**config.mk**
```make
export PLATFORM = sky130hd
export DESIGN_NAME = edge2pulse
export DESIGN_NICKNAME = d
export VERILOG_FILES = /design/src/rtl/edge2pulse.sv
export SDC_FILE = /design/constraint.sdc
export NUM_CORES = 1
export LEC_CHECK = 0
export ABC_AREA = 0
export BUFFER_PORTS_ARGS = -buffer_cell sky130_fd_sc_hd__buf_2
export CORE_AREA = 4 4 41 43
export CTS_BUF_LIST = sky130_fd_sc_hd__clkbuf_8
export DETAILED_ROUTE_END_ITERATION = 6
export DIE_AREA = 0 0 45 47
export SLEW_MARGIN = 20
export SYNTH_ARGS = -nofsm -noshare
export SYNTH_HDL_FRONTEND = slang
export SYNTH_SLANG_ARGS = --single-unit
export TNS_END_PERCENT = 1
```
**constraint.sdc**
```tcl
create_clock -name clk -period 2.4 [get_ports clk]
set_input_delay 0.24 -clock clk [delete_from_list [all_inputs] [get_ports clk]]
set_output_delay 0.24 -clock clk [all_outputs]
set_load 0.02 [all_outputs]
```
**src/rtl/edge2pulse.sv**
```systemverilog
// Per-channel edge detector that emits a fixed-length pulse for each qualified edge.
// Define EDGE2PULSE_SYNC_EN to put a 2-flop synchronizer in front of each channel.
module edge2pulse #(
  parameter int DW     = 1,
  parameter int CW     = 4,
  parameter bit RETRIG = 1'b0
) (
  input  logic          clk,
  input  logic          nreset,
  input  logic [1:0]    mode,
  input  logic [CW-1:0] width,
  input  logic [DW-1:0] in,
  input  logic [DW-1:0] miss_clr,
  output logic [DW-1:0] out,
  output logic [DW-1:0] miss
);

  logic [DW-1:0] s;

`ifdef EDGE2PULSE_SYNC_EN
  logic [DW-1:0] sync1_q, sync2_q;

  always_ff @(posedge clk or negedge nreset) begin
    if (!nreset) begin
      sync1_q <= '0;
      sync2_q <= '0;
    end else begin
      sync1_q <= in;
      sync2_q <= sync1_q;
    end
  end

  assign s = sync2_q;
`else
  assign s = in;
`endif

  logic [DW-1:0]         prev_q;
  logic [DW-1:0]         out_q, out_d;
  logic [DW-1:0]         miss_q, miss_d;
  logic [DW-1:0][CW-1:0] cnt_q, cnt_d;
  logic [DW-1:0]         ev;
  logic [CW-1:0]         load_val;

  // A zero width still produces a one-cycle pulse.
  assign load_val = (width == '0) ? CW'(1) : width;

  assign ev = ({DW{mode[0]}} &  s & ~prev_q)
            | ({DW{mode[1]}} & ~s &  prev_q);

  always_comb begin
    // NOTE: every output of this block gets a default first so no path infers a latch.
    cnt_d  = cnt_q;
    miss_d = miss_q & ~miss_clr;
    out_d  = '0;
    for (int i = 0; i < DW; i++) begin
      if (ev[i] && (cnt_q[i] == '0 || RETRIG)) begin
        cnt_d[i] = load_val;
      end else begin
        if (cnt_q[i] != '0) cnt_d[i] = cnt_q[i] - CW'(1);
        // A dropped edge sets miss even when cleared in the same cycle.
        if (ev[i]) miss_d[i] = 1'b1;
      end
      out_d[i] = (cnt_d[i] != '0);
    end
  end

  always_ff @(posedge clk or negedge nreset) begin
    if (!nreset) begin
      prev_q <= '0;
      cnt_q  <= '0;
      out_q  <= '0;
      miss_q <= '0;
    end else begin
      // NOTE: non-blocking updates so every flop sees pre-edge values of the others.
      prev_q <= s;
      cnt_q  <= cnt_d;
      out_q  <= out_d;
      miss_q <= miss_d;
    end
  end

  assign out  = out_q;
  assign miss = miss_q;

endmodule
```
After elaboration in Yosys (flattened, before gate mapping)
Index checks and enable logic that the tools add are counted.

Flip-flop bits (word level): 7. Input bits: 10. Output and inout port bits: 2. Logic and storage cells: 24.

Add/subtract/negate cells: 1. Mux-type cells: 5. Bitwise operators: 9. Reduce and logical (&&, ||, !) cells: 5.

Operator list (count): two-way mux 4 bit (3); logical NOT 4 bit (2); nonzero test 4 bit (2); bitwise AND 1 bit (5); subtractor 4 x 1 -> 4 bit, second input constant (1); inverter 1 bit (3); two-way mux 1 bit (2); logical AND 1 bit (1); bitwise OR 1 bit (1).

Depth between registers and ports, before layout
Depth in word-level cells: 7. Depth in mapped cells: 6.

Least setup slack after synthesis
Ideal clock, no wire load.

Kind: register to register. From: register cnt_q[0] in the netlist's numbering. To: register out_q (netlist: out). Data arrival time: 2.070 ns. Required time: 2.261 ns. Slack: 0.191 ns. Stages on the path, launching flop included: 7. Path buffers: 0. Cell sequence: dfrtp_1 -> inv_1 -> ha_1 -> or3b_4 -> a2111o_1 -> and3_4 -> or4_4.

RTL lines: from (decl) (RTL line 41) `logic [DW-1:0][CW-1:0] cnt_q, cnt_d;`; from (signal assigned) (RTL line 77) `cnt_q <= cnt_d;`; to (signal assigned) (RTL line 78) `out_q <= out_d;`; to (decl) (RTL line 39) `logic [DW-1:0] out_q, out_d;`.

==> impl_metrics.tcl <==
set metrics [dict create \
    crit_family "simple AND/OR/NAND/NOR gates" \
    routed-wl-met3_um 45 \
    hold_class "primary input to flip-flop" \
    gp_congestion 0.754 \
    fp.dieH_um 47 \
    mostFrequentLayoutCell "buf_2" \
    cp_slowest_cell "or4_4" \
    die_width_um 45 \
    finClkSkew_ps 2.24 \
    clockRootBuffer "clkbuf_8" \
    initial_core_util_pct 30.8 \
    drt_iter0_drc 4 \
    met2_length_um 413 \
    syn_inst 40 \
    synth.avg_cell_area_um2 10.0 \
    powerDensity_nw_per_um2 1180 \
    layout-drive-gt1-share_pct 33.3 \
    area_growth_pct 34.4 \
    layout.nets 69 \
    max-slew-margin-rel_pct 81.1 \
    dp_cells 67 \
    clock_sinks 7 \
    layout.cells.non_filler 72 \
    io_buffer_count 11 \
    synth-seq-cells 7 \
    hold_violations 0 \
    die_area_um2 2120 \
    arrival_ps 2320 \
    setup_viol 0 \
    synth-xor-area-share_pct 0 \
    min_period_over_period_pct 92.4 \
    synth.area.mux_share_pct 0 \
    cp.buffers_inverters 1 \
    maxCapViolCount 0 \
    drc 0 \
    synth_top_family_by_area "simple AND/OR/NAND/NOR gates" \
    rsz0062_at_grt "no" \
    startpoint_type "flip-flop" \
    ir_worst_vdd_v 0.000485 \
    grt_antenna_before_repair 0 \
    cts_tree "done" \
    yosys.area_share.adder_pct 3.13 \
    grt_max_degree 8 \
    cp_max_fo 4 \
    htree_levels 1 \
    drt_pre_antenna_iters 4 \
    top_layer_used "met4" \
    diodes 0 \
    hold_slack_ps 159 \
    avgViaCountPerCell 4.99 \
    fin_area_um2 538 \
    critPathMaxStageDelay_ps 460 \
    finalSetupTns_ps 0 \
    path_cells "inv_1 -> ha_1 -> or3b_4 -> a2111o_1 -> and3_4 -> or4_4" \
    synth_cell_types 23 \
    pin_count 12 \
    drt_wl_total_um 876 \
    worst_pin_slew_ps 281 \
    clockBufferDepth 2 \
    status "complete, no violations" \
    coreArea_um2 1300 \
    crit_type "flip-flop to flip-flop" \
    clk_pin_slew_ps 40 \
    rows 13 \
    cp-end-kind "flip-flop" \
    fillers 134 \
    period_minus_slack_ps 2220 \
    layout_common_cells "buf_2 (11), dfrtp_1 (7), inv_1 (4), o21ai_0 (4)" \
    clk_latency_ps 230 \
    ys_warn_count 0 \
    netlist_area_um2 400 \
    wl_met1_um 365 \
    numCtsBuffers 3 \
    grt_pass1_wl_mm 1.63 \
    syn_nets 51 \
    num_vias 359 \
    leakage_nw 0.255 \
    yosys.area_share.simple_pct 32.5 \
    ant_nets 0 \
    placed_cell_area_um2 482 \
    grt_pass1_vias 379 \
    fmax_mhz 451 \
    grt_overflow 0 \
    hpwl_um 708 \
    synth_compound_area_share_pct 16.9 \
    critical_path_required_ps 2500 \
    drv_slew 0 \
    yosysSeqAreaShare_pct 43.8 \
    grtUsageTotal_pct 12.2 \
    wl_per_cell_um 12.2 \
    utilization_pct 41.3 \
]
-- where the power goes --
part	internal, W	leakage (nW)	switching [W]
clock	0.000113	0.0255	0.0000553
sequential	0.000167	0.0802	0.0000419
combinational	0.000132	0.149	0.000126
-- Yosys cell counts (all sizes together) --
master  n  area share [%]
a2111o  1             2.8
a211oi  1             1.9
a21oi   1             1.2
a31oi   1             1.6
a41o    1             2.5
and2    1             1.6
and3    1             2.8
and3b   2             4.4
dfrtp   7              44
ha      1             3.1
inv     4             3.7
nand2   3             2.8
nand3   1             1.2
nand3b  3             5.6
nand4   1             1.6
nor2b   1             1.6
nor3    1             1.2
nor3b   1             1.9
nor4b   1             2.2
o21ai   4             5.0
o21bai  1             1.9
or3b    1             2.8
or4     1             2.8
-- final timing paths --
kind,start,endpoint,slack (ps),cells past startpoint
min in group asynchronous,nreset,miss,380,2
max in group asynchronous,nreset,cnt_q[2],1870,2
worst max-delay path,cnt_q[0],out,180,6
worst max register to register,cnt_q[0],out,180,6
worst min-delay path,in,prev_q,160,1
worst min register to register,miss,miss,530,2
-- logic make-up after synthesis --
kind of cell             after synthesis
AND/OR/NAND/NOR                       18
AO/OA/AOI/OAI                         10
flip-flops                             7
buffers and inverters                  4
adder cells (fa/ha/maj)                1
-- stage by stage --
stage / total power (W) / setup slack, ps
final: 0.000636 / 183
after global routing: 0.000706 / 117
after CTS: 0.000649 / 184
after detailed placement: 0.000469 / 199
after global placement: 0.000467 / 198
after floorplan: 0.000394 / 191
-- registers in the layout, indices dropped and copies added (netlist names) --
| signal | cells |
|---|---|
| cnt_q | 4 |
| miss | 1 |
| out | 1 |
| prev_q | 1 |
-- cell type report --
cell class | instances | area, µm² | area share (%)
Inverter | 4 | 15.0 | 2.79
Clock buffer | 3 | 41.3 | 7.67
Multi-Input combinational cell | 29 | 210 | 39.1
Timing Repair Buffer | 13 | 72.6 | 13.5
Clock inverter | 1 | 5.00 | 0.930
Tap cell | 15 | 18.8 | 3.49
Sequential cell | 7 | 175 | 32.6
-- repair_timing --
action	CTS	global route
gates resized for setup	0	0
endpoints found under the hold margin	7	0
buffers inserted	0	0
hold buffers	1	0
-- metal layers --
layer	vias up	global-route usage (%)
li1	184	-
met1	158	12.5
met2	13	17.8
met3	4	4.60
met4	0	14.0
met5	-	0
(Power assumes the default switching activity.)
